<file path="config.mk">
export PLATFORM = sky130hd
export DESIGN_NAME = pulse_burst_generator
export DESIGN_NICKNAME = d
export VERILOG_FILES = /design/src/rtl/pulse_burst_generator.sv
export SDC_FILE = /design/constraint.sdc
export NUM_CORES = 1
export LEC_CHECK = 0
export BUFFER_PORTS_ARGS = -buffer_cell sky130_fd_sc_hd__buf_4
export CORE_MARGIN = 4
export CORE_UTILIZATION = 44
export CTS_BUF_LIST = sky130_fd_sc_hd__clkbuf_4 sky130_fd_sc_hd__clkbuf_8 sky130_fd_sc_hd__clkbuf_16
export CTS_CLUSTER_SIZE = 28
export DETAILED_ROUTE_END_ITERATION = 8
export HOLD_SLACK_MARGIN = 0.02
export PLACE_DENSITY_LB_ADDON = 0.1
export SLEW_MARGIN = 20
export SYNTH_ARGS = -nofsm -noshare
export SYNTH_HDL_FRONTEND = slang
export SYNTH_SLANG_ARGS = --single-unit
</file>
<file path="constraint.sdc">
create_clock -name clk -period 3.8 [get_ports clk]
set_clock_uncertainty 0.15 [all_clocks]
set_input_delay 0.38 -clock clk [delete_from_list [all_inputs] [get_ports clk]]
set_output_delay 0.38 -clock clk [all_outputs]
set_load 0.05 [all_outputs]
</file>
<file path="src/rtl/pulse_burst_generator.sv">
// pulse_burst_generator
//
// A single period counter drives N_CHANNELS gate outputs. Each channel has
// its own delay and width inside the period. The block runs continuously
// (mode = 0) or runs bursts of burst_len periods started by a trig rising
// edge (mode = 1).
//
// Ports:
//   clk, rst      system clock; synchronous active-high reset
//   mode          0 = continuous, 1 = triggered burst
//   trig          level input. Its rising edge restarts the period in
//                 continuous mode and starts a burst in burst mode.
//   abort         forces IDLE on the next edge, with no done pulse
//   pulse_period  period length in clk cycles (0 and 1 both give 1-cycle periods)
//   pulse_delay   packed per-channel delay, channel i at [i*PPW +: PPW]
//   pulse_width   packed per-channel gate width, channel i at [i*PWW +: PWW]
//   burst_len     number of periods in a burst
//   valid         per-channel gate (registered)
//   cnt           counter value (registered)
//   start         high on the first cycle of each active period
//   busy          high while running (continuous or burst)
//   done          one-cycle pulse at burst completion, aligned with busy falling
//   pulse_idx     period index within the burst (0 when not bursting)
//
// Every output is a register loaded from the internal state. Each output
// therefore lags the state/counter by one cycle.
module pulse_burst_generator #(
    parameter int N_CHANNELS         = 2,
    parameter int PULSE_WIDTH_WIDTH  = 8,
    parameter int PULSE_PERIOD_WIDTH = 16,
    parameter int BURST_WIDTH        = 16
) (
    input  logic                                     clk,
    input  logic                                     rst,
    input  logic                                     mode,
    input  logic                                     trig,
    input  logic                                     abort,
    input  logic [PULSE_PERIOD_WIDTH-1:0]            pulse_period,
    input  logic [N_CHANNELS*PULSE_PERIOD_WIDTH-1:0] pulse_delay,
    input  logic [N_CHANNELS*PULSE_WIDTH_WIDTH-1:0]  pulse_width,
    input  logic [BURST_WIDTH-1:0]                   burst_len,
    output logic [N_CHANNELS-1:0]                    valid,
    output logic [PULSE_PERIOD_WIDTH-1:0]            cnt,
    output logic                                     start,
    output logic                                     busy,
    output logic                                     done,
    output logic [BURST_WIDTH-1:0]                   pulse_idx
);

    localparam int PPW = PULSE_PERIOD_WIDTH;
    localparam int PWW = PULSE_WIDTH_WIDTH;
    localparam int BW  = BURST_WIDTH;

    localparam logic [PPW:0] ONE_P = 1;
    localparam logic [BW:0]  ONE_B = 1;

    typedef enum logic [1:0] {
        IDLE  = 2'd0,
        CONT  = 2'd1,
        BURST = 2'd2
    } state_t;

    state_t          state, state_nxt;
    logic [PPW-1:0]  cnt_reg, cnt_nxt, cnt_inc;
    logic [BW-1:0]   idx, idx_nxt;
    logic            trig_d;
    logic            trig_rise;
    logic            active;
    logic            last;
    logic            burst_final;
    logic            done_evt;
    logic            done_evt_q;
    logic [PPW:0]    cnt_ext, cnt_sum;
    logic [BW:0]     idx_sum;
    logic [N_CHANNELS-1:0] valid_nxt;

    assign trig_rise = trig & ~trig_d;
    assign active    = (state != IDLE);

    // Compare in one extra bit so that cnt_reg + 1 cannot overflow. With a
    // period of 0 or 1 every cycle is a wrap. A period reduced below the
    // running count wraps at once.
    assign cnt_ext = {1'b0, cnt_reg};
    assign cnt_sum = cnt_ext + ONE_P;
    assign last    = (cnt_sum >= {1'b0, pulse_period});
    assign cnt_inc = last ? '0 : cnt_sum[PPW-1:0];

    // The final-period test uses >= and not ==. A burst_len lowered below
    // the current index then still ends the burst at the next wrap. It does
    // not run on until the index rolls over.
    assign idx_sum     = {1'b0, idx} + ONE_B;
    assign burst_final = (idx_sum >= {1'b0, burst_len});

    // Per-channel gate window [delay, delay + width) on the current count.
    // The count never reaches pulse_period. Windows are therefore cut off
    // at the wrap, and delays at or past the period never open.
    for (genvar g = 0; g < N_CHANNELS; g++) begin : g_ch
        logic [PPW-1:0] ch_delay;
        logic [PWW-1:0] ch_width;
        logic [PPW:0]   ch_off;
        assign ch_delay     = pulse_delay[g*PPW +: PPW];
        assign ch_width     = pulse_width[g*PWW +: PWW];
        assign ch_off       = cnt_ext - {1'b0, ch_delay};
        assign valid_nxt[g] = active & (cnt_reg >= ch_delay) &
                              (ch_off < (PPW+1)'(ch_width));
    end

    // Next-state logic. Abort takes priority over trig and wrap. Reset takes
    // priority over all of these in the register block below.
    always_comb begin
        state_nxt = state;
        cnt_nxt   = cnt_reg;
        idx_nxt   = idx;
        done_evt  = 1'b0;
        if (abort) begin
            state_nxt = IDLE;
            cnt_nxt   = '0;
            idx_nxt   = '0;
        end else begin
            case (state)
                IDLE: begin
                    cnt_nxt = '0;
                    idx_nxt = '0;
                    if (!mode) begin
                        state_nxt = CONT;
                    end else if (trig_rise && (burst_len != '0)) begin
                        state_nxt = BURST;
                    end
                end
                CONT: begin
                    idx_nxt = '0;
                    // Switching to burst mode takes effect only at the end of
                    // the current period.
                    if (last && mode) begin
                        state_nxt = IDLE;
                        cnt_nxt   = '0;
                    end else if (trig_rise) begin
                        cnt_nxt = '0;
                    end else begin
                        cnt_nxt = cnt_inc;
                    end
                end
                BURST: begin
                    // trig and mode are ignored for the whole burst.
                    cnt_nxt = cnt_inc;
                    if (last) begin
                        if (burst_final) begin
                            state_nxt = IDLE;
                            idx_nxt   = '0;
                            done_evt  = 1'b1;
                        end else begin
                            idx_nxt = idx_sum[BW-1:0];
                        end
                    end
                end
                default: begin
                    state_nxt = IDLE;
                    cnt_nxt   = '0;
                    idx_nxt   = '0;
                end
            endcase
        end
    end

    always_ff @(posedge clk) begin
        if (rst) begin
            state      <= IDLE;
            cnt_reg    <= '0;
            idx        <= '0;
            trig_d     <= 1'b0;
            done_evt_q <= 1'b0;
            cnt        <= '0;
            busy       <= 1'b0;
            start      <= 1'b0;
            pulse_idx  <= '0;
            valid      <= '0;
            done       <= 1'b0;
        end else begin
            state      <= state_nxt;
            cnt_reg    <= cnt_nxt;
            idx        <= idx_nxt;
            trig_d     <= trig;
            done_evt_q <= done_evt;
            cnt        <= cnt_reg;
            busy       <= active;
            start      <= active & (cnt_reg == '0);
            pulse_idx  <= idx;
            valid      <= valid_nxt;
            // done_evt is raised on the final wrap edge. busy drops one edge
            // later. The extra stage lines done up with the falling busy.
            done       <= done_evt_q;
        end
    end

endmodule

</file>
==> impl_metrics.toml <==
[place]
gp_congestion = 0.909
hpwl_um = 12600
dpl_worst_slack_ps = 193
place_inst = 1037
io_buffers = 121

[setup_path]
cp-end-kind = "flop"
reg2reg_depth = 13
arrival_ps = 3540
crit_start = "cnt_reg[1]"
crit_path_max_incr_delay_ps = 470
path_depth = 13
reg2reg_from = "cnt_reg[1]"
critPathTopFamily = "simple AND/OR/NAND/NOR gates"
critPathCapture = "cnt_reg[2]"
start_kind = "flop"
r2r_end = "cnt_reg[2]"
cp_slowest_cell = "dfxtp_1"
critical_path.cell_chain = "inv_1 > nor3_1 > and2_1 > nand3_1 > xnor2_1 > ha_1 > a21oi_1 > a21boi_0 > o31ai_2 > o21ai_4 > nor3_4 > nand4b_4 > nor2b_1"
crit_type = "flop to flop"
reg2reg_slack_ps = 370
crit_required_ps = 3910
crit_fanout = 16
cp.buffers_inverters = 1

[min_path]
hold_class = "input port to flop"
hold_path_depth = 2

[drt]
route.vias.total = 5652
wl_per_cell_um = 14.8
drt_iter0_drc = 344
drtAntennaViolNets = 0
route.detailed.drc = 0
dr.pass1.iters = 5
via_per_inst = 5.37
wirelength_um = 15600

[synth]
ys_ff_latch = 73
syn_area_per_cell_um2 = 7.97
ys_warn_count = 0
synth-edff-count = 0
synth.distinct_cells = 72
syn_inst = 741
seq_area_frac_synth_pct = 24.8
synthArstFlopShare_pct = 0
netlist_area_um2 = 5900
syn_nets = 912
synthFlopType = "dfxtp_1"

[cells_and_area]
largest_reg_flops = 32
fin_util_pct = 55.7
final_common_cell = "buf_4"
area_delta_synth_final_pct = 24.5
layout-drive-gt1-share_pct = 20.2
layout.nets = 1043
n_antenna_cell = 0
instances_no_fill = 1052
layout_common_cells = "136 x buf_4, 102 x inv_1, 84 x ha_1"

[sta]
hold_viol = 0
slew_headroom_pct = 50.0
holdWs_ps = 133
setup-tns-final_ps = 0
fmax_ghz = 0.291
finalCriticalPeriod_ps = 3430
grt_setup_unrepaired = "no"
setup_violations = 0
worst_pin_slew_ps = 746
layout_setup_ws_ps = 367
slew_viol_final = 0
min_period_over_period_pct = 90.3

[global_route]
grt_first_pass_wirelength_um = 25200
grt-ovfl-total = 0
gr-usage-all-layers_pct = 20.6
antenna_found_initial = 0
grt_max_degree = 39
grt_pass1_vias = 5391

[floorplan]
dieArea_um2 = 15300
ios = 122
rows = 42
coreArea_um2 = 13200
start_util_pct = 44.8
die_y_um = 124
chipWidth_um = 124

[clock_network]
numCtsBuffers = 9
postCtsHoldBufs = 0
clock_sinks = 73
clk_path_buf_depth = 2
clkTransAtPathRegs_ps = 60
cts_tree = "done"
cts_setup_buffers = 0
h-tree-depth = 3
clk_latency_ps = 340
ctsResizeCount = 0
root_buffer = "clkbuf_16"

[outcome]
status = "completed"

[power]
ir_worst_vdd_uv = 195
power.leakage_nw = 3.52
p_per_area_nw_per_um2 = 249

[flow_run]
cap_violations = 0
[logic make-up after synthesis]
kind of cell / count (synthesis) / synth area share, %
AND/OR/NAND/NOR: 254 / 23.3
XOR/XNOR: 38 / 5.64
flip-flops: 73 / 24.8
multiplexers: 8 / 1.40
AO/OA/AOI/OAI: 164 / 18.6
buffers and inverters: 118 / 7.80
adder cells (fa/ha/maj): 86 / 18.5
[synthesized netlist by cell type (all sizes together), types with 3 or more instances]
cell       n  share of area, %
a2111oi    3              0.45
a211oi     7              0.97
a21boi     5              0.64
a21o       9               1.1
a21oi     55               4.8
a31oi      3              0.32
and3       8              0.93
buf        6              0.68
clkbuf    10              0.64
dfxtp     73                25
ha        84                18
inv      102               6.5
mux2i      6               1.0
nand2     51               3.2
nand2b     6              0.76
nand3     38               3.2
nand4     12               1.4
nor2      37               2.4
nor2b     53               5.8
nor3      19               1.9
nor4       9              0.95
o2111ai    7               1.3
o211ai     6              0.76
o21a       5              0.64
o21ai     35               3.2
o21bai     3              0.38
o22ai      4              0.42
or2        3              0.32
or3        9              0.95
xnor2     25               3.7
xor2      13               1.9
[area by class of cell]
cell class                      instances  area (um2)
Inverter                              102         383
Fill cell                            1234        5840
Tap cell                              176         220
Clock inverter                          5        32.5
Sequential cell                        73        1460
Clock buffer                           10         239
Timing Repair Buffer                  136        1020
Multi-Input combinational cell        550        4000
[power by group]
part,leakage [nW],switching (mW),internal (mW)
Sequential,0.588,0.00175,0.769
Combinational,2.81,0.137,0.132
Clock,0.126,0.334,0.453
[worst reg2reg max path: cells and delay by family, from the launching register on]
kind | cells | cell delay [ps]
AND/OR/NAND/NOR | 6 | 1430
AO/OA/AOI/OAI | 4 | 710
flip-flops | 1 | 470
adder cells (fa/ha/maj) | 1 | 320
XOR/XNOR | 1 | 160
buffers and inverters | 1 | 140
[through the flow]
stage,cell area [um2],power [mW]
3_3_place_gp,7070,1.05
5_1_grt,7350,1.90
6_report,7350,1.83
3_5_place_dp,7070,1.06
2_1_floorplan,5900,0.942
4_1_cts,7340,1.84
[how the worst min path moves through the flow]
| stage | startpoint | to |
|---|---|---|
| after CTS | trig | trig_d |
| final | trig | trig_d |
| after global routing | trig | trig_d |
| after detailed placement | done_evt_q | done |
| after global placement | done_evt_q | done |
| after floorplan | done_evt_q | done |
[routing by layer]
layer	up-vias	global-route usage [%]	wire length, um
li1	2867	-	-
met1	2596	27.4	7100
met2	168	34.0	7330
met3	21	2.82	893
met4	0	7.20	255
met5	-	0	0
No activity file was read; power rests on OpenSTA's default activity.
